**config.mk**
```make
export PLATFORM = sky130hd
export DESIGN_NAME = apple_field_flat
export DESIGN_NICKNAME = d
export VERILOG_FILES = /design/src/rtl/apple_field_pkg.sv /design/src/rtl/apple_field_if.sv /design/src/rtl/apple_field_slot.sv /design/src/rtl/apple_field.sv /design/src/flat_wrapper.sv
export SDC_FILE = /design/constraint.sdc
export NUM_CORES = 1
export LEC_CHECK = 0
export ABC_AREA = 1
export CAP_MARGIN = 25
export CELL_PAD_IN_SITES_DETAIL_PLACEMENT = 1
export CELL_PAD_IN_SITES_GLOBAL_PLACEMENT = 1
export CORE_ASPECT_RATIO = 0.7
export CORE_MARGIN = 2
export CORE_UTILIZATION = 37
export CTS_CLUSTER_SIZE = 28
export DETAILED_ROUTE_END_ITERATION = 6
export PLACE_DENSITY_LB_ADDON = 0.2
export SYNTH_ARGS = -nofsm -noshare
export SYNTH_HDL_FRONTEND = slang
export SYNTH_SLANG_ARGS = --single-unit
```
**constraint.sdc**
```tcl
create_clock -name clk -period 2.2 [get_ports clk]
set_input_delay 0.33 -clock clk [delete_from_list [all_inputs] [get_ports clk]]
set_output_delay 0.33 -clock clk [all_outputs]
set_load 0.05 [all_outputs]
```
**src/rtl/apple_field_pkg.sv**
```systemverilog
// rtl/apple_field_pkg.sv - shared slot state encoding and per-slot salt helper
package apple_pkg;

  typedef enum logic [1:0] {
    LOAD  = 2'd0,
    SEEK  = 2'd1,
    TEST  = 2'd2,
    READY = 2'd3
  } apple_state_e;

  localparam int SALT_MULT = 37;

  // Callers truncate the result to their rng width, giving k*37 mod 2^width.
  function automatic logic [31:0] salt(input int k);
    return 32'(k * SALT_MULT);
  endfunction

endpackage

```
**src/rtl/apple_field_if.sv**
```systemverilog
// rtl/apple_field_if.sv - snake segment stream, one segment per cycle, head first
interface apple_field_if #(
  parameter int X_BITS = 5,
  parameter int Y_BITS = 4
);

  logic [X_BITS-1:0] snake_x;
  logic [Y_BITS-1:0] snake_y;
  logic              snake_first;
  logic              snake_last;
  logic              snake_valid;

  modport master (
    output snake_x,
    output snake_y,
    output snake_first,
    output snake_last,
    output snake_valid
  );

  modport slave (
    input snake_x,
    input snake_y,
    input snake_first,
    input snake_last,
    input snake_valid
  );

endinterface

```
**src/rtl/apple_field_slot.sv**
```systemverilog
// rtl/apple_field_slot.sv - one apple slot: position registers plus LOAD/SEEK/TEST/READY FSM
module apple_slot
  import apple_pkg::*;
#(
  parameter int X_BITS   = 5,
  parameter int Y_BITS   = 4,
  parameter int X_MIN    = 1,
  parameter int X_MAX    = 20,
  parameter int Y_MIN    = 1,
  parameter int Y_MAX    = 11,
  parameter int STEP_X   = 11,
  parameter int STEP_Y   = 7,
  parameter int SLOT_IDX = 0
) (
  input  logic                     clk,
  input  logic                     rst_n,
  input  logic [X_BITS+Y_BITS-1:0] rng,
  input  logic [X_BITS-1:0]        snake_x,
  input  logic [Y_BITS-1:0]        snake_y,
  input  logic                     snake_first,
  input  logic                     snake_valid,
  input  logic                     overlap_in,
  output logic [X_BITS-1:0]        x,
  output logic [Y_BITS-1:0]        y,
  output logic                     ready,
  output logic                     eat,
  output logic                     active
);

  localparam int                   RW    = X_BITS + Y_BITS;
  localparam logic [RW-1:0]        SALT  = RW'(salt(SLOT_IDX));
  localparam logic [X_BITS-1:0]    X_LO  = X_BITS'(X_MIN);
  localparam logic [X_BITS-1:0]    X_HI  = X_BITS'(X_MAX);
  localparam logic [Y_BITS-1:0]    Y_LO  = Y_BITS'(Y_MIN);
  localparam logic [Y_BITS-1:0]    Y_HI  = Y_BITS'(Y_MAX);
  localparam logic [X_BITS-1:0]    X_INC = X_BITS'(STEP_X);
  localparam logic [Y_BITS-1:0]    Y_INC = Y_BITS'(STEP_Y);

  apple_state_e      state_q, state_d;
  logic [X_BITS-1:0] x_q, x_d;
  logic [Y_BITS-1:0] y_q, y_d;
  logic [RW-1:0]     seed;
  logic              pos_match;
  logic              hit;
  logic              x_oob;
  logic              y_oob;

  assign seed      = rng ^ SALT;
  assign pos_match = (snake_x == x_q) && (snake_y == y_q);
  assign hit       = snake_valid && pos_match;
  assign x_oob     = (x_q < X_LO) || (x_q > X_HI);
  assign y_oob     = (y_q < Y_LO) || (y_q > Y_HI);

  always_ff @(posedge clk or negedge rst_n) begin
    if (!rst_n) begin
      state_q <= LOAD;
      x_q     <= '0;
      y_q     <= '0;
    end else begin
      state_q <= state_d;
      x_q     <= x_d;
      y_q     <= y_d;
    end
  end

  always_comb begin
    state_d = state_q;
    x_d     = x_q;
    y_d     = y_q;
    eat     = snake_first && snake_valid && (state_q == READY) && pos_match;
    if (eat || (state_q == LOAD)) begin
      x_d     = seed[RW-1:Y_BITS];
      y_d     = seed[Y_BITS-1:0];
      state_d = SEEK;
    end else if (hit || x_oob || y_oob || overlap_in) begin
      // Step only the offending axis when one is out of range; both otherwise.
      state_d = SEEK;
      if (x_oob || !y_oob) x_d = x_q + X_INC;
      if (y_oob || !x_oob) y_d = y_q + Y_INC;
    end else if (snake_first && snake_valid) begin
      state_d = TEST;
    end else if (!snake_valid && (state_q == TEST)) begin
      state_d = READY;
    end
  end

  assign x      = x_q;
  assign y      = y_q;
  assign ready  = (state_q == READY);
  assign active = (state_q != LOAD);

endmodule

```
**src/rtl/apple_field.sv**
```systemverilog
// rtl/apple_field.sv - NUM_APPLES apple slots on the snake board, eat detection and packing
// Optional APPLE_OVERLAP_CHECK_EN: higher slots relocate off cells held by lower active slots.
module apple_field
  import apple_pkg::*;
#(
  parameter int NUM_APPLES = 3,
  parameter int X_BITS     = 5,
  parameter int Y_BITS     = 4,
  parameter int X_MIN      = 1,
  parameter int X_MAX      = 20,
  parameter int Y_MIN      = 1,
  parameter int Y_MAX      = 11,
  parameter int STEP_X     = 11,
  parameter int STEP_Y     = 7
) (
  input  logic                           clk,
  input  logic                           rst_n,
  input  logic [X_BITS+Y_BITS-1:0]       i_rng,
  apple_field_if.slave                   snake,
  output logic [NUM_APPLES*X_BITS-1:0]   o_apple_x,
  output logic [NUM_APPLES*Y_BITS-1:0]   o_apple_y,
  output logic [NUM_APPLES-1:0]          o_ready,
  output logic [NUM_APPLES-1:0]          o_eat,
  output logic                           o_eat_any
);

  logic [X_BITS-1:0]     slot_x [NUM_APPLES];
  logic [Y_BITS-1:0]     slot_y [NUM_APPLES];
  logic [NUM_APPLES-1:0] active;
  logic [NUM_APPLES-1:0] overlap;
  logic                  unused_last;

  // The tail marker is kept on the bus for scan bookkeeping but does not steer the slots.
  assign unused_last = snake.snake_last;

`ifdef APPLE_OVERLAP_CHECK_EN
  always_comb begin
    overlap = '0;
    for (int k = 1; k < NUM_APPLES; k++) begin
      for (int j = 0; j < k; j++) begin
        if (active[j] && (slot_x[k] == slot_x[j]) && (slot_y[k] == slot_y[j])) begin
          overlap[k] = 1'b1;
        end
      end
    end
  end
`else
  assign overlap = '0;
`endif

  for (genvar k = 0; k < NUM_APPLES; k++) begin : g_slot
    apple_slot #(
      .X_BITS   (X_BITS),
      .Y_BITS   (Y_BITS),
      .X_MIN    (X_MIN),
      .X_MAX    (X_MAX),
      .Y_MIN    (Y_MIN),
      .Y_MAX    (Y_MAX),
      .STEP_X   (STEP_X),
      .STEP_Y   (STEP_Y),
      .SLOT_IDX (k)
    ) u_slot (
      .clk         (clk),
      .rst_n       (rst_n),
      .rng         (i_rng),
      .snake_x     (snake.snake_x),
      .snake_y     (snake.snake_y),
      .snake_first (snake.snake_first),
      .snake_valid (snake.snake_valid),
      .overlap_in  (overlap[k]),
      .x           (slot_x[k]),
      .y           (slot_y[k]),
      .ready       (o_ready[k]),
      .eat         (o_eat[k]),
      .active      (active[k])
    );

    assign o_apple_x[k*X_BITS +: X_BITS] = slot_x[k];
    assign o_apple_y[k*Y_BITS +: Y_BITS] = slot_y[k];
  end

  assign o_eat_any = |o_eat;

endmodule

```
**src/flat_wrapper.sv**
```systemverilog
// flat-port wrapper written by rule: the top's interface ports become plain ports
module apple_field_flat import apple_pkg::*;
#(
  parameter int NUM_APPLES = 3,
  parameter int X_BITS     = 5,
  parameter int Y_BITS     = 4,
  parameter int X_MIN      = 1,
  parameter int X_MAX      = 20,
  parameter int Y_MIN      = 1,
  parameter int Y_MAX      = 11,
  parameter int STEP_X     = 11,
  parameter int STEP_Y     = 7
)
  (clk, rst_n, i_rng, o_apple_x, o_apple_y, o_ready, o_eat, o_eat_any, snake_snake_x, snake_snake_y, snake_snake_first, snake_snake_last, snake_snake_valid);
  apple_field_if #(.X_BITS(X_BITS), .Y_BITS(Y_BITS)) snake_i ();
  input  logic clk;
  input  logic rst_n;
  input  logic [X_BITS+Y_BITS-1:0] i_rng;
  output logic [NUM_APPLES*X_BITS-1:0] o_apple_x;
  output logic [NUM_APPLES*Y_BITS-1:0] o_apple_y;
  output logic [NUM_APPLES-1:0] o_ready;
  output logic [NUM_APPLES-1:0] o_eat;
  output logic o_eat_any;
  input wire logic [$bits(snake_i.snake_x)-1:0] snake_snake_x;
  input wire logic [$bits(snake_i.snake_y)-1:0] snake_snake_y;
  input wire logic [$bits(snake_i.snake_first)-1:0] snake_snake_first;
  input wire logic [$bits(snake_i.snake_last)-1:0] snake_snake_last;
  input wire logic [$bits(snake_i.snake_valid)-1:0] snake_snake_valid;
  assign snake_i.snake_x = snake_snake_x;
  assign snake_i.snake_y = snake_snake_y;
  assign snake_i.snake_first = snake_snake_first;
  assign snake_i.snake_last = snake_snake_last;
  assign snake_i.snake_valid = snake_snake_valid;
  apple_field #(.NUM_APPLES(NUM_APPLES), .X_BITS(X_BITS), .Y_BITS(Y_BITS), .X_MIN(X_MIN), .X_MAX(X_MAX), .Y_MIN(Y_MIN), .Y_MAX(Y_MAX), .STEP_X(STEP_X), .STEP_Y(STEP_Y)) u_core (.clk(clk), .rst_n(rst_n), .i_rng(i_rng), .snake(snake_i), .o_apple_x(o_apple_x), .o_apple_y(o_apple_y), .o_ready(o_ready), .o_eat(o_eat), .o_eat_any(o_eat_any));
endmodule
```
---- After elaboration in Yosys (flattened, before gate mapping) ----
Index checks and enable logic that the tools add are counted.
storage, ports and cells
  flip-flop bits (word level) ............. 33
  bits of input ports ..................... 23
  output and inout port bits .............. 34
  logic and storage cells ................. 137
cells by class
  add/subtract/negate cells ............... 6
  order comparisons ....................... 12
  equal/unequal tests ..................... 12
  mux-type cells .......................... 30
  bitwise gates (word level) .............. 2
  reductions and logical operators ........ 66
operator list
  operator                                                                      count
  5-bit 2-to-1 mux                                                              9
  4-bit 2-to-1 mux                                                              9
  2-bit 2-to-1 mux                                                              12
  1-bit logical OR                                                              21
  2-bit nonzero test                                                            9
  1-bit logical AND                                                             16
  5-bit by 4-bit adder with 5-bit output, second input constant                 3
  5-bit equality test                                                           3
  5-bit greater-than comparator, second input constant                          3
  5-bit by 1-bit less-than comparator with 1-bit output, second input constant  3
  4-bit by 3-bit adder with 4-bit output, second input constant                 3
  2-bit equality test, second input constant                                    6
  4-bit equality test                                                           3
  4-bit greater-than comparator, second input constant                          3
  4-bit by 1-bit less-than comparator with 1-bit output, second input constant  3
  2-bit AND reduction                                                           6
  4-bit nonzero test                                                            3
  1-bit logical NOT                                                             7
  2-bit logical NOT                                                             3
  3-bit NOT                                                                     2
  3-bit OR reduction                                                            1

---- Logic depth before layout (Yosys ltp) ----
Gate-level depths: netlist of run 1.
  word-level depth ........................ 7
  gate-level depth with buffers ........... 13
  depth with buffers taken out ............ 12

---- Hierarchy ----
A second synthesis of run 1 with hierarchy kept.
second synthesis, totals
  cell total of the unflattened synthesis .. 458
  area, all modules ....................... 2977.9 µm²
modules (own cells, without submodules)
  module                                instances  cells an instance  area an instance (µm²)  seq. area each (µm²)
  apple_slot (u_core.g_slot[1].u_slot)  1          152                993.5                   275.3
  apple_slot (u_core.g_slot[2].u_slot)  1          152                989.7                   275.3
  apple_slot (u_core.g_slot[0].u_slot)  1          150                979.7                   275.3
  apple_field                           1          4                  15.0                    0.0

---- Worst setup path before layout of run 1 ----
No wires, ideal clock.
  path type ............................... reg2out
  start point ............................. register u_core.g_slot[2].u_slot.x_q[4]
  end point ............................... output o_eat_any
  arrival time ............................ 1861 ps
  data required time ...................... 1870 ps
  setup slack ............................. 9 ps
  stages on the path, launching flop included .. 7
  buffers on the path ..................... 1
  path through ............................ dfrtp_1 xnor2_1 nand2_1 nor2_1 nand3_4 buf_4 nand3_1
between the ends
  cells in the longest elaborated chain, start to end .. 4
ends and longest elaborated chain
  element                 RTL line                text
  from (decl)             apple_field_slot.sv:40  logic [X_BITS-1:0] x_q, x_d;
  from (signal assigned)  apple_field_slot.sv:57  x_q <= '0;
  from (signal assigned)  apple_field_slot.sv:61  x_q <= x_d;
  5-bit equality test     apple_field_slot.sv:49  assign pos_match = (snake_x == x_q) && (snake_y == y_q);
  1-bit logical AND       apple_field_slot.sv:49
  1-bit logical AND       apple_field_slot.sv:70  eat = snake_first && snake_valid && (state_q == READY) && pos_match;
  3-bit OR reduction      apple_field.sv:82       assign o_eat_any = |o_eat;
  to (decl)               flat_wrapper.sv:23      output logic o_eat_any;
No other way between the ends.

---- Worst setup path after layout of run 1 ----
  start point ............................. input snake_snake_x[2]
  end point ............................... output o_eat_any
between the ends
  cells in the longest elaborated chain, start to end .. 4
  elaborated cells on any way between the ends .. 10
  those cells by class .................... eq/ne: 3; reduce/logical: 7
ends and longest elaborated chain
  element                 RTL line                text
  from (decl)             flat_wrapper.sv:24      input wire logic [$bits(snake_i.snake_x)-1:0] snake_snake_x;
  5-bit equality test     apple_field_slot.sv:49
  1-bit logical AND       apple_field_slot.sv:49
  1-bit logical AND       apple_field_slot.sv:70
  3-bit OR reduction (*)  apple_field.sv:82
Mark *: on every way between the ends. The rest lies on a longest branch, timed or not.

==> results.txt, run 1 <==
The flow ran to the end, and the final reports show no timing, DRC or antenna violations. The number of nets handed over by synthesis was 489. The initial utilization of the core area, before any placement, comes to 37.85%. The first global-routing pass estimated 15.40 mm of wire. The via density per instance was 4.923.

The cell area that synthesis handed to floorplanning was 2954 um^2. Synthesis instantiated 28 different standard cells from the library. The worst register-to-register path has a depth of 12. The Yosys step of the flow raised 0 warnings.

The kind of path behind the tightest hold check was input pin to async pin. Walking the worst path, the cells encountered are clkdlybuf4s50_1 -> inv_1 -> nand2_1 -> nand3_1 -> nor2_4 -> nand3_4 -> nand3_4 -> buf_12. The half-perimeter wire length after detailed placement was 7.434 mm; the iteration-0 DRC count of the detailed router was 86. The via count of the first global-routing pass was 3112.

The buffer depth of the longest clock path was 2. The hold violation count in the final report is 0. The critical path is of the input pin to output port type.

The post-place instance area came out at 3674 um^2. The final layout contains 557 nets. TritonCTS built the clock tree.

The clock-pin transition on the worst setup and hold timing paths works out to 0.06 ns. Summed over all layers, the global routing overflow is 0. For the number of antenna violations at the first check in global routing, the log shows 0. The site row count came out at 27. After detailed routing, the number of remaining DRC violations is 0. The critical path arrival is 1.77 ns, and the number of buffers created by CTS is 5.

For this run, the total global-route usage over all layers was measured as 22.00%. The number of hold buffers added after CTS was 0. The run gives 3087 as the total number of vias. The chip height is 78.76 um, and the sequential area share after synthesis is 27.95%. Cells fill 50.36% of the core in the end. The run gives 3930 um^2 as the final non-filler cell area. In this run the worst path has a maximum fanout of 6. The count of boundary I/O pins was 57; the first-pass detailed-route iteration total was 4. In the layout the commonest cells are 191 x nand2_1, 49 x nand3_1, 47 x clkdlybuf4s50_1. At the pin with the least slew margin, the transition time is 0.5170 ns. The per-cell routed wire length was 14.98 um; the residual antenna-violating net count after detailed routing was 0.

The clock tree skew after final layout was 0.006480 ns; the number of max-slew violations in the final report was 0. The layout-stage area growth over the synthesis result was 33.04%. The largest net degree at the start of global routing is 34. The H-tree was split into 2 levels. The cell repeated most along the worst path was nand3_4. The die footprint was 8726 um^2; the largest incremental delay on the critical path was 0.55 ns. After routing, the total negative slack on setup checks comes to 0 ns. The wire length after detailed routing was 9.390 mm.

The placeable core area was 7804 um^2. Routability-driven placement finished with a final weighted congestion of 0.8640. The tools report the antenna diode instance count as 0.

Measured against its own limit, the worst slew margin works out to 65.42%. The ratio of final minimum period to clock period is 95.62%, and the number of max-cap violations is 0. The die is 110.8 um wide. Commonest non-fill, non-tap cell in the layout: nand2_1.

Number of synthesized register bits: 33. The cell count after synthesis came out at 457. Timing would allow up to 475.4 MHz. The clock reaches the later pin of the worst-skew pair after 0.28 ns. The tools report the clock tree root driver cell as clkbuf_16. The worst hold slack after final layout is 0.4786 ns. The number of buffer cells added on primary ports came out at 55. Critical-path cell with the highest stage delay: clkdlybuf4s50_1. Setup violations remaining at the end of the flow were counted as 0. Averaged over all synthesized cells, the footprint is 6.464 um^2. STA puts the critical path data required time at 1.87 ns. For this design, the sink count on the clock tree is 33. Subtracting the final worst setup slack from the clock period gives 2.104 ns. STA classifies the critical path endpoint as an output port. STA classifies the critical path startpoint as an input pin. Ratio of cells with drive above 1 in the final layout: 13.31%.
-- logic make-up after synthesis --
family	synth area share (%)
buffers and inverters	11.35
AO/OA/AOI/OAI	3.134
AND/OR/NAND/NOR	44.85
adder cells (fa/ha/maj)	3.812
flip-flops	27.95
XOR/XNOR	8.894
-- registers in the layout, summed over array words and instances (netlist names) --
name                          flops
u_core.g_slot.u_slot.y           12
u_core.g_slot.u_slot.x           15
u_core.g_slot.u_slot.state_q      6
-- metal layers --
| layer | track usage [%] | share of wire (%) | up-vias |
|---|---|---|---|
| met5 | 0 | 0 | - |
| met3 | 3.282 | 3.7 | 13 |
| met4 | 5.500 | 1.3 | 0 |
| met2 | 36.63 | 46 | 60 |
| met1 | 30.30 | 49 | 1466 |
| li1 | - | - | 1548 |
-- area by class of cell --
| cell class | count | area [um^2] |
|---|---|---|
| fill | 1039 | 3874 |
| multi-input combinational | 352 | 1836 |
| sequential | 33 | 827.0 |
| timing repair buffer | 77 | 758.2 |
| inverter | 56 | 210.2 |
| clock buffer | 7 | 142.6 |
| tap | 101 | 126.4 |
| clock inverter | 1 | 30.03 |
-- path summary, 6_finish.rpt --
path                       slack, ns                                              to                                            from
hold / removal                  0.48        u_core.g_slot[0].u_slot.x[2]$_DFFE_PN0P_                                           rst_n
setup reg to reg                0.25        u_core.g_slot[1].u_slot.x[1]$_DFFE_PN0P_        u_core.g_slot[1].u_slot.y[0]$_DFFE_PN0P_
max in group asynchronous       1.36        u_core.g_slot[1].u_slot.y[0]$_DFFE_PN0P_                                           rst_n
hold reg to reg                 0.51  u_core.g_slot[0].u_slot.state_q[0]$_DFFE_PN0P_  u_core.g_slot[0].u_slot.state_q[0]$_DFFE_PN0P_
min in group clk                0.51  u_core.g_slot[0].u_slot.state_q[0]$_DFFE_PN0P_  u_core.g_slot[0].u_slot.state_q[0]$_DFFE_PN0P_
setup / recovery                 0.1                                       o_eat_any                                snake_snake_x[2]
-- synth_stat cells, drive strengths merged --
master,number,area [um^2]
nand4,7,43.79
nand3,53,302.8
o211ai,3,22.52
dfrtp,33,825.8
nor2,23,108.9
buf,15,121.4
nand3b,6,45.04
o21bai,2,15.01
xor2,12,105.1
ha,9,112.6
o21ai,7,35.03
nor3,3,15.01
inv,55,206.5
or2,3,18.77
a21oi,4,20.02
clkbuf,1,3.750
nand2,202,790.8
clkinv,1,3.750
xnor2,18,157.7
-- critical path: cells and delay by family --
family | cells | cell delay [ns]
buf+inv | 3 | 0.80
simple gates | 5 | 0.64
-- per-stage QoR --
| step | cells | setup WS [ns] |
|---|---|---|
| 2_1_floorplan | 457 | 0.009079 |
| 3_3_place_gp | 614 | -0.08579 |
| 3_5_place_dp | 614 | -0.1058 |
| 4_1_cts | 622 | 0.002765 |
| 5_1_grt | 627 | -0.02069 |
| 6_report | 627 | 0.09631 |
-- timing repair --
action	4_1_cts	5_1_grt
setup buffers	0	5
endpoints found under the setup margin	4	9
resized for setup	6	13
Power of run 1 is left out: the tool's default activity adds up to more than one toggle a clock period on the data nets, which glitch-free logic cannot reach.
==> inputs of run 2 (changes only) <==
Settings changed: CORE_MARGIN 2 to unset, PLACE_DENSITY_LB_ADDON 0.2 to 0.15.
Clock period 2.2 ns to 2.3 ns, I/O delays scaled along.
==> run 2 against run 1 <==
Effect of this change: cell count decreased by 1.4%; first-iteration DRC count increased by 27%; global-route usage increased by 2.6 points; via count increased by 1.3%; final area decreased by 1.6%; clock skew decreased by 0.0011 ns; setup slack improved by 0.012 ns; critical path type unchanged; largest cell class unchanged.
==> results.txt, run 2 (synthesis results as in run 1) <==
The worst hold slack after final layout was 0.4893 ns; the clock net sink count was 33. The critical path required time is 1.96 ns, and the share of the core filled with cells in the final layout is 51.48%. The final total negative setup slack was 0 ns. The die is 108.8 um wide. The first detailed-routing pass took 4 iterations. Number of inserted filler cells in the final layout: 1009.

Routability-driven placement finished with a final weighted congestion of 0.8576. After clock tree synthesis, the clock-pin slew on the worst setup and hold paths is 0.06 ns. For the number of antenna violations at the first check in global routing, the log shows 0. The tools report the clock tree skew after final layout as 0.005407 ns.

The largest net degree at the start of global routing was 34; the total number of vias was 3126. For the site row count, the log shows 26. The time the worst path needs with I/O delays and setup works out to 2.192 ns.

The global-route wire length before repair is 15.96 mm, and the residual antenna-violating net count after detailed routing is 0. The clock passes through at most 2 buffers. For this run, design rule violations remaining after detail routing come to 0. The via count of the first global-routing pass is 3207, and the highest achievable clock rate is 456.3 MHz.

Die footprint: 8351 um^2. Total global routing overflow: 0. Kind of capture point of the worst setup path: an output port. The register with the most flip-flops in the layout has 15 of them.

The final critical path takes up 95.29% of the cycle. The largest fanout of any net on the critical path is 5, and the total routing usage reported by global routing is 24.62%. The tools report the setup violation total in the final timing report as 0. Leaving out fill and tap cells, the most frequent cells in the layout are 191 x nand2_1, 49 x nand3_1, 48 x clkdlybuf4s50_1.

In this run the tightest slew margin relative to its limit is 65.10%. Dividing the detail-routed wire length by the instance count gives 15.35 um. For this configuration, the core starts out at a cell density of 39.31%. Cells with a size suffix above 1 make up 11.92% of the layout. TritonCTS built the clock tree. The clock tree synthesis step divided the H-tree into 2 levels.

The core region is 7515 um^2. Compared with the post-synthesis result, the final layout area differs by 30.96%. For the hold violation count in the final report, the log shows 0. The wire-length estimate of the detail-placed layout is 7.329 mm.

The cell sitting at the root of the clock tree is a clkbuf_16. For the final net count, the log shows 551. For the pin with the worst max-slew slack, the measured transition is 0.5180 ns. The critical path arrival is 1.85 ns, and the hold buffer count at cts is 0. STA classifies the critical path startpoint as an input pin.

For this design the top-level I/O count stands at 57. The antenna diode instance count came out at 0. Kind of path behind the tightest hold check: input pin to async pin. The detailed router finished its first iteration with 109 violations. The number of max-cap violations is 0, and the wire length after detailed routing is 9.489 mm. Buffers placed on the I/O ports in this run total 55.

The setup path with the least slack is of type input pin to output port. The flow ran to the end, and the final reports show no timing, DRC or antenna violations. From bottom edge to top edge, the die measures 76.76 um. The commonest non-fill, non-tap cell in the layout was nand2_1.

After detailed routing, the number of vias per cell comes to 5.058. The run gives 5 as the number of buffers created by CTS. The logs give 0 for the number of max-slew violations in the final report and 0.29 ns for the latest clock arrival within the worst-skew pair.
==> run 2: worst paths after layout <==
check                           cells past startpoint  slack [ns]                                           start                                              to
worst max-delay path                               10        0.11                                snake_snake_y[3]                                       o_eat_any
worst min-delay path                                2        0.49                                           rst_n  u_core.g_slot[0].u_slot.state_q[1]$_DFFE_PN0P_
worst max register to register                     12        0.28        u_core.g_slot[1].u_slot.y[0]$_DFFE_PN0P_        u_core.g_slot[1].u_slot.x[1]$_DFFE_PN0P_
worst min register to register                      2        0.52  u_core.g_slot[0].u_slot.state_q[0]$_DFFE_PN0P_  u_core.g_slot[0].u_slot.state_q[0]$_DFFE_PN0P_
max in group asynchronous                           2        1.47                                           rst_n        u_core.g_slot[2].u_slot.y[0]$_DFFE_PN0P_
min in group clk                                    2        0.52  u_core.g_slot[0].u_slot.state_q[0]$_DFFE_PN0P_  u_core.g_slot[0].u_slot.state_q[0]$_DFFE_PN0P_
==> run 2: layout make-up <==
type / instances / area [um^2] / share of cell area (%)
sequential: 33 / 825.8 / 21.35
inverter: 56 / 210.2 / 5.433
clock inverter: 1 / 5.005 / 0.1294
clock buffer: 7 / 152.6 / 3.946
multi-input combinational: 352 / 1826 / 47.19
tap: 98 / 122.6 / 3.169
timing repair buffer: 71 / 726.9 / 18.79
==> run 2: routing by layer <==
metal | global-route usage, % | share of wire, % | up-vias
met3 | 3.231 | 3.9 | 11
met5 | 0 | 0 | -
met1 | 33.61 | 49 | 1514
met2 | 40.51 | 46 | 66
met4 | 6.622 | 1.3 | 0
li1 | - | - | 1535
==> run 2: per-stage QoR <==
stage               instances  setup WS (ns)  instance area [um^2]
global route              618       -0.01445                  3869
detailed placement        610       -0.05525                  3675
finish                    618         0.1083                  3869
global placement          610       0.004192                  3675
CTS                       618        0.03613                  3849
floorplan                 457        0.09408                  2954
==> run 2: repair_timing <==
item / CTS / global route
gates cloned: 0 / 0
endpoints found under the setup margin: 1 / 4
setup buffers: 0 / 0
resized for setup: 5 / 7
==> run 2: worst max-delay path: stages <==
cell and delay, ns:
clkdlybuf4s50_1 0.52, inv_1 0.10, nand2_1 0.07, nand2_1 0.05, nor2_1 0.13, nand2_2 0.10, nor2_4 0.13, nand3_4 0.14
nand3_4 0.11, buf_12 0.14
Power of run 2 is left out for the same reason.
==> inputs of run 3 (changes only) <==
Settings changed: CTS_CLUSTER_SIZE 28 to unset, RECOVER_POWER set to 25.
==> run 3 against run 2 <==
Effect of this change: global-route usage did not move; worst hold slack improved by 0.034 ns; via count did not move; clock-buffer cell count did not move; flip-flop and latch count did not move; first-iteration DRC count did not move; cell count did not move; critical path type unchanged; highest routed layer unchanged.
==> results.txt, run 3 (synthesis results as in run 1) <==
The flow ran to the end, and the final reports show no timing, DRC or antenna violations. The die covers 8351 um^2. The iteration-0 DRC count of the detailed router is 109. The first global-routing pass estimated 15.96 mm of wire.

The depth of the CTS H-tree was 2. The half-perimeter wire length after detailed placement is 7.329 mm. The clock net sink count is 33, and the number of max-slew violations in the final report is 0.

The register area is 825.8 um^2. The logs give 9.488 mm for the wire length after detailed routing and 0.1083 ns for the post-route worst setup slack. The setup path with the least slack is of type input pin to output port. Entering global routing, the biggest net connects 34 pins. The number of inserted filler cells in the final layout was 1009; the number of max-cap violations was 0. The minimum setup slack after placement is -0.05525 ns, and the total number of vias is 3126. The initial utilization of the core area, before any placement, comes to 39.31%.

The die outline width was 108.8 um; the final net count was 551. The area taken by multi-input logic gates was 1826 um^2; the highest achievable clock rate was 456.3 MHz. The ratio of final minimum period to clock period works out to 95.29%. Hold violation count in the final report: 0. The busiest layer in global routing was met2. TritonCTS built the clock tree. The run gives 0 as the total global routing overflow. After floorplanning, the core was sized to cover 7515 um^2. The run gives 33.61% as the met1 capacity usage during global routing. Chip height: 76.76 um. Kind of path behind the tightest hold check: flip-flop to flip-flop. The layout-stage area growth over the synthesis result was 30.88%; the post-CTS setup buffer count was 0. The tools report the residual antenna-violating net count after detailed routing as 0. The number of antenna violations at the first check in global routing came out at 0. The tools report the latest clock arrival within the worst-skew pair as 0.29 ns. The weighted congestion at the end of routability-driven global placement was 0.8576; the relative max-transition margin was 36.95%.

The tools report the first-pass detailed-route iteration total as 4. The run gives 0.005352 ns as the clock tree skew after final layout. Setup violations remaining at the end of the flow were counted as 0. Dividing the detail-routed wire length by the instance count gives 15.35 um. Counting I/O delays and the setup requirement, the final critical path takes 2.192 ns. In this run the deepest clock path goes through 2 buffers. Leaving out fill and tap cells, the most frequent cells in the layout are 191 x nand2_1, 49 x nand3_1, 47 x clkdlybuf4s50_1.

The critical path arrival was 1.85 ns; the number of flip-flops under the largest register name was 15. The worst setup path is captured at an output port. In this run the clock root is driven by a clkbuf_16.

The via density per instance is 5.058, and the transition at the pin with the smallest max-transition slack is 0.9458 ns. For the number of buffers created by CTS, the log shows 5. After clock tree synthesis, the clock-pin slew on the worst setup and hold paths is 0.06 ns. STA classifies the critical path startpoint as an input pin. The logs give 40.51% for the global routing usage on met2 and 0 for the DRC violation count after routing. The number of buffer cells added on primary ports came out at 55. Across every metal layer, demand over resource in global routing totals 24.62%.

The library cell used most frequently in the layout, excluding fill and tap cells, is nand2_1. The repair_antennas step left the layout with diodes totalling 0. For the via count of the first global-routing pass, the log shows 3207. Critical path required time: 1.96 ns. Of the cells placed in the final design, the portion with a size suffix greater than 1 is 11.92%.

For the site row count, the log shows 26. The largest fanout of any net on the critical path works out to 5. Global routing consumed, on the met3 layer, 3.231% of the routing resources. Count of boundary I/O pins: 57.
-- run 3: cell count changes in the layout (fill, tap and decap cells not counted), sizes merged --
cell           delta
dlygate4sd3       +1
clkdlybuf4s50     -1
clkbuf            +1
buf               -1
-- run 3: critical path, stage by stage --
cell,delay (ns)
clkdlybuf4s50_1,0.52
inv_1,0.10
nand2_1,0.07
nand2_1,0.05
nor2_1,0.13
nand2_2,0.10
nor2_4,0.13
nand3_4,0.14
nand3_4,0.11
buf_12,0.14
-- run 3: area by class of cell --
cell class | count | area share (%)
Multi-Input combinational cell | 352 | 47.22
Sequential cell | 33 | 21.36
Timing Repair Buffer | 71 | 18.74
Inverter | 56 | 5.437
Clock buffer | 7 | 3.948
Tap cell | 98 | 3.172
Clock inverter | 1 | 0.1294
-- run 3: layer usage --
| layer | routed length, um | share of wire [%] |
|---|---|---|
| met5 | 0 | 0 |
| met4 | 126 | 1.3 |
| met1 | 4608 | 49 |
| met2 | 4386 | 46 |
| met3 | 368 | 3.9 |
-- run 3: repair_timing --
action / CTS / global route
gates cloned: 0 / 0
hold buffers: 0 / 0
resized for setup: 5 / 7
endpoints found under the setup margin: 1 / 4
-- run 3: final timing paths --
kind	from	to	slack [ns]	cells past startpoint
max in group asynchronous	rst_n	u_core.g_slot[2].u_slot.y[0]$_DFFE_PN0P_	0.98	2
max	snake_snake_y[3]	o_eat_any	0.11	10
min	u_core.g_slot[0].u_slot.state_q[0]$_DFFE_PN0P_	u_core.g_slot[0].u_slot.state_q[0]$_DFFE_PN0P_	0.52	2
min in group asynchronous	rst_n	u_core.g_slot[0].u_slot.state_q[1]$_DFFE_PN0P_	0.73	2
max reg2reg	u_core.g_slot[1].u_slot.y[0]$_DFFE_PN0P_	u_core.g_slot[1].u_slot.x[1]$_DFFE_PN0P_	0.28	12
min reg2reg	u_core.g_slot[0].u_slot.state_q[0]$_DFFE_PN0P_	u_core.g_slot[0].u_slot.state_q[0]$_DFFE_PN0P_	0.52	2
-- run 3: through the flow --
stage          util (%)  setup TNS (ns)  hold slack [ns]  cells  cell area (um^2)
2_1_floorplan         -               0          0.04941    457              2954
3_3_place_gp      48.90               0           0.4940    610              3675
3_5_place_dp      48.90         -0.2311           0.5110    610              3675
4_1_cts           51.22               0           0.5017    618              3849
5_1_grt           51.45        -0.01445           0.5598    618              3866
6_report          51.45               0           0.5230    618              3866
Power of run 3 is left out for the same reason.
==> variant 1 (flow settings as in run 2) <==
Add a define of `APPLE_OVERLAP_CHECK_EN`.
--- a/src/rtl/apple_field.sv
+++ b/src/rtl/apple_field.sv
@@ -1,5 +1,7 @@
 // rtl/apple_field.sv - NUM_APPLES apple slots on the snake board, eat detection and packing
 // Optional APPLE_OVERLAP_CHECK_EN: higher slots relocate off cells held by lower active slots.
+`define APPLE_OVERLAP_CHECK_EN
+
 module apple_field
   import apple_pkg::*;
 #(
Behaviour: not the same (a bounded check fails within 10 cycles, from zero or initial values and one cycle with rst_n low).
==> variant 1 against run 2 <==
- wire length up 25%
- sequential cell count is the same
- non-clock buffer count grew 5
- cell area grew 8.3%
- worst setup slack worse by 69 ps
- first-iteration DRC count grew 100%
- critical endpoint is now o_eat[2]
- area after synthesis increased by 9.2%
Power is not shown: default switching activity piles up to over one toggle a cycle in this logic, so the estimate is an artifact.
==> variant 1: results (changes against run 2) <==
<table>
<tr><th>Metric</th><th>Value</th></tr>
<tr><th colspan="2">Yosys</th></tr>
<tr><td>Synth top area cells</td><td>sky130_fd_sc_hd__dfrtp_1, sky130_fd_sc_hd__nand2_1, sky130_fd_sc_hd__nand3_1</td></tr>
<tr><td>Post-Synth Adder-Cell Area</td><td>3.49% (-0.32 points)</td></tr>
<tr><td>Post-synth net total</td><td>563 (+15%)</td></tr>
<tr><td>Top cell types by occurrence after synthesis</td><td>sky130_fd_sc_hd__nand2_1, sky130_fd_sc_hd__nand3_1, sky130_fd_sc_hd__inv_1</td></tr>
<tr><td>Synth Area in Compound Gates</td><td>6.87% (+3.7 points)</td></tr>
<tr><td>Parity-gate share of the synthesized area counting xor and xnor cells</td><td>7.33% (-1.6 points)</td></tr>
<tr><td>Fraction of the yosys area taken by sequential cells</td><td>25.6% (-2.4 points)</td></tr>
<tr><td>Average cell area after synthesis</td><td>6.07 um^2 (-6.0%)</td></tr>
<tr><th colspan="2">Final layout</th></tr>
<tr><td>Number of nets in the finished design</td><td>625 (+13%)</td></tr>
<tr><td>Share of final-layout standard cells stronger than drive strength 1</td><td>10.3% (-1.6 points)</td></tr>
<tr><td>Fill count</td><td>1152 (+14%)</td></tr>
<tr><th colspan="2">Detailed routing</th></tr>
<tr><td>Vias post-DR</td><td>3619 (+16%)</td></tr>
<tr><td>Total Wirelength</td><td>11900 um (+25%)</td></tr>
<tr><td>1st-pass router iterations</td><td>6 (+2)</td></tr>
<tr><td>DR iter-0 viols</td><td>221 (+100%)</td></tr>
<tr><th colspan="2">Placement</th></tr>
<tr><td>RePlAce Congestion</td><td>0.932 (+8.7%)</td></tr>
<tr><td>Half-perimeter wire length after placement</td><td>9520 um (+30%)</td></tr>
<tr><th colspan="2">Global routing</th></tr>
<tr><td>Number of global-route vias before repair</td><td>3678 (+15%)</td></tr>
<tr><td>Total routing usage reported by global routing</td><td>27.6% (+3.0 points)</td></tr>
<tr><td>Maximum number of pins on one net before global-route repair</td><td>34 (unchanged)</td></tr>
<tr><td>Wire length of the first global-routing pass</td><td>19100 um (+20%)</td></tr>
<tr><th colspan="2">Worst setup path</th></tr>
<tr><td>Most numerous cell on the critical path</td><td>sky130_fd_sc_hd__inv_1</td></tr>
<tr><td>Arr. time, crit path</td><td>1920 ps (+70 ps)</td></tr>
<tr><td>Biggest cell delay along the critical path</td><td>570 ps (+50 ps)</td></tr>
<tr><th colspan="2">Timing</th></tr>
<tr><td>Clock Skews</td><td>3.36 ps (-2.04 ps)</td></tr>
<tr><th colspan="2">Run status</th></tr>
<tr><td>Result of the run</td><td>complete, no violations</td></tr>
</table>
[variant 1: cell count changes in the layout (fill, tap and decap cells not counted), moves of 4 or more]
| cell | change |
|---|---|
| sky130_fd_sc_hd__nor2_1 | +11 |
| sky130_fd_sc_hd__nand2_2 | -5 |
| sky130_fd_sc_hd__o21ai_0 | +24 |
| sky130_fd_sc_hd__nand2_1 | +24 |
| sky130_fd_sc_hd__nand4_1 | +4 |
| sky130_fd_sc_hd__inv_1 | +7 |
| sky130_fd_sc_hd__nand3_1 | +9 |
[variant 1: cells by family (layout without fill, tap and decap cells)]
family / Yosys count / in the layout
AO/OA/AOI/OAI: 41 / 41
XOR/XNOR: 27 / 27
AND/OR/NAND/NOR: 337 / 337
flip-flops: 33 / 33
buffers and inverters: 84 / 146
adder cells (fa/ha/maj): 9 / 9
[variant 1: area by class of cell]
type                       instances  share of cell area, %
timing repair buffer              76                   18.8
clock buffer                       7                   3.40
multi-input combinational        414                   48.8
inverter                          63                   5.64
sequential                        33                   19.8
tap                              120                   3.58
[variant 1: metrics by stage]
step | instance area, um^2 | setup slack (ps) | TNS [ps] | utilization, %
after floorplan | 3230 | 41.2 | 0 | -
after global placement | 4020 | 56.0 | 0 | 47.6
after detailed placement | 4020 | -24.3 | -28.4 | 47.6
after CTS | 4160 | 17.0 | 0 | 49.3
after global routing | 4190 | -8.70 | -8.70 | 49.6
final | 4190 | 39.6 | 0 | 49.6
[variant 1: path summary, 6_finish.rpt]
path,to,slack (ps),cells after the start,startpoint
min in group clk,u_core.g_slot[0].u_slot.state_q[1],560,1,u_core.g_slot[0].u_slot.state_q[1]
worst min register to register,u_core.g_slot[0].u_slot.state_q[1],560,1,u_core.g_slot[0].u_slot.state_q[1]
worst max-delay path,o_eat[2],40,8,snake_snake_x[4]
worst max register to register,u_core.g_slot[0].u_slot.x[4],250,10,u_core.g_slot[0].u_slot.y[0]
max in group asynchronous,u_core.g_slot[1].u_slot.x[1],1460,2,rst_n
worst min-delay path,u_core.g_slot[2].u_slot.state_q[1],490,2,rst_n
[variant 1: metal layers]
metal	vias up	part of all wire (%)	wire, um	global-route usage, %
li1	1790	-	-	-
met1	1735	49	5860	38.5
met2	83	44	5200	43.8
met3	11	5.7	673	5.51
met4	0	1.1	136	6.05
met5	-	0	0	0
[variant 1: repair_timing]
action / in CTS / in global routing
endpoints found under the setup margin: 0 / 4
gates resized for setup: 0 / 9
buffers inserted: 0 / 0
==> variant 2 (settings of run 2) <==
Without the edit above. Encoding of `apple_state_e`: now Gray code (2 bits for 4 states).
--- a/src/rtl/apple_field_pkg.sv
+++ b/src/rtl/apple_field_pkg.sv
@@ -2,10 +2,10 @@
 package apple_pkg;
 
   typedef enum logic [1:0] {
-    LOAD  = 2'd0,
-    SEEK  = 2'd1,
-    TEST  = 2'd2,
-    READY = 2'd3
+    LOAD  = 2'b00,
+    SEEK  = 2'b01,
+    TEST  = 2'b11,
+    READY = 2'b10
   } apple_state_e;
 
   localparam int SALT_MULT = 37;
Formal check against the unedited RTL: same outputs for any inputs over 4 cycles, from zero or initial values and one cycle with rst_n low; so few cycles prove little.
==> variant 2 against run 2 <==
- clock skew is 1.9 ps lower
- register-to-register slack better by 60 ps
- area after synthesis decreased by 0.21%
- sequential cell count unchanged
- fmax up 0.39%
- core utilization fell by 1.0 points
- wire length fell by 5.7%
- cell count fell by 1.1%
- worst setup slack improved by 8.6 ps
- hold slack better by 1.9 ps
- cell area down 2.0%
- highest routed layer unchanged
==> variant 2: results (changes against run 2) <==
<table>
<tr><th>Metric</th><th>Value</th></tr>
<tr><th colspan="2">Run status</th></tr>
<tr><td>Result of the run</td><td>complete, no violations</td></tr>
<tr><th colspan="2">Detailed routing</th></tr>
<tr><td>Detailed-route wire length per cell</td><td>14.6 um (-4.6%)</td></tr>
<tr><td>DR iter-0 viols</td><td>103 (-5.5%)</td></tr>
<tr><th colspan="2">Yosys</th></tr>
<tr><td>Number of distinct library cells after synthesis</td><td>34 (+21%)</td></tr>
<tr><td>Synth top area cells</td><td>sky130_fd_sc_hd__dfrtp_1, sky130_fd_sc_hd__nand2_1, sky130_fd_sc_hd__nand3_1</td></tr>
<tr><td>Post-synth net total</td><td>488 (-0.20%)</td></tr>
<tr><td>Top cell types by occurrence after synthesis</td><td>sky130_fd_sc_hd__nand2_1, sky130_fd_sc_hd__inv_1, sky130_fd_sc_hd__nand3_1</td></tr>
<tr><td>Fraction of the yosys area taken by sequential cells</td><td>28.0% (+0.059 points)</td></tr>
<tr><th colspan="2">Worst setup path</th></tr>
<tr><td>Timing endpoint of the critical path</td><td>o_eat[2]</td></tr>
<tr><td>Biggest cell delay along the critical path</td><td>610 ps (+90 ps)</td></tr>
<tr><td>Highest fanout seen on the critical path</td><td>8 (+3)</td></tr>
<tr><td>Critical R2R Capture</td><td>u_core.g_slot[1].u_slot.y[1]</td></tr>
<tr><td>Crit path from</td><td>snake_snake_x[3]</td></tr>
<tr><td>Worst reg2reg setup slack</td><td>340 ps (+60 ps)</td></tr>
<tr><th colspan="2">Final layout</th></tr>
<tr><td>Number of nets in the finished design</td><td>545 (-1.1%)</td></tr>
<tr><td>Share of final-layout standard cells stronger than drive strength 1</td><td>9.75% (-2.2 points)</td></tr>
<tr><td>Fill count</td><td>1014 (+0.50%)</td></tr>
<tr><td>Count of placed standard cells in the final layout, fillers left out</td><td>611 (-1.1%)</td></tr>
<tr><th colspan="2">Global routing</th></tr>
<tr><td>Total routing usage reported by global routing</td><td>23.6% (-1.0 points)</td></tr>
<tr><td>Number of global-route vias before repair</td><td>3133 (-2.3%)</td></tr>
<tr><th colspan="2">Timing</th></tr>
<tr><td>Clock Skews</td><td>3.52 ps (-1.89 ps)</td></tr>
<tr><td>Worst rel slew slack</td><td>65.0% (about the same)</td></tr>
<tr><td>Fin worst setup slack</td><td>117 ps (+8.62 ps)</td></tr>
<tr><th colspan="2">Placement</th></tr>
<tr><td>Half-perimeter wire length after placement</td><td>7040 um (-3.9%)</td></tr>
<tr><td>RePlAce Congestion</td><td>0.844 (-1.6%)</td></tr>
<tr><td>Number of cells after detailed placement</td><td>604 (-0.98%)</td></tr>
<tr><td>Worst setup slack after placement</td><td>5.10 ps (+60.4 ps)</td></tr>
<tr><th colspan="2">Clocking</th></tr>
<tr><td>Buffer cell driving the clock tree root</td><td>sky130_fd_sc_hd__clkbuf_16</td></tr>
</table>
[variant 2: cell count changes in the layout (fill, tap and decap cells not counted), moves of 2 or more]
cell,delta
sky130_fd_sc_hd__a21oi_1,-3
sky130_fd_sc_hd__buf_4,-5
sky130_fd_sc_hd__dlymetal6s2s_1,+2
sky130_fd_sc_hd__inv_1,+2
sky130_fd_sc_hd__nand2_1,-2
sky130_fd_sc_hd__nand2_2,-3
sky130_fd_sc_hd__nand3_1,-2
sky130_fd_sc_hd__nor2_1,+3
sky130_fd_sc_hd__nor3_2,+2
sky130_fd_sc_hd__o21a_1,+2
[variant 2: timing repair]
action                     CTS  global route
setup endpoints to repair    0             4
hold buffers                 0             0
resized for setup            0             8
[variant 2: cells by family (layout without fill, tap and decap cells)]
kind of cell,Yosys count,in the layout,share of synthesized area [%]
xor+xnor,30,30,8.91
fa+ha+maj,9,9,3.82
buf+inv,73,130,11.3
simple gates,294,294,44.4
compound gates,17,17,3.52
flops,33,33,28.0
[variant 2: report_power, final]
| group | internal (mW) | total [mW] | switching, mW |
|---|---|---|---|
| registers | 0.899 | 1.32 | 0.425 |
| clock network | 0.426 | 0.684 | 0.259 |
| logic | 1.68 | 4.63 | 2.96 |
[variant 2: per-layer routing]
metal,GRT usage [%],vias to the layer above,routed length [um]
li1,-,1532,-
met1,33.4,1454,4660
met2,37.8,48,3980
met3,3.66,7,244
met4,4.46,0,64
met5,0,-,0
[variant 2: area by class of cell]
class / instances / area (um^2) / area share [%]
multi-input cells: 350 / 1810 / 47.6
flip-flops and latches: 33 / 826 / 21.8
repair buffers: 65 / 676 / 17.8
inverters: 58 / 220 / 5.81
clock buffers: 7 / 143 / 3.76
well taps: 98 / 123 / 3.23
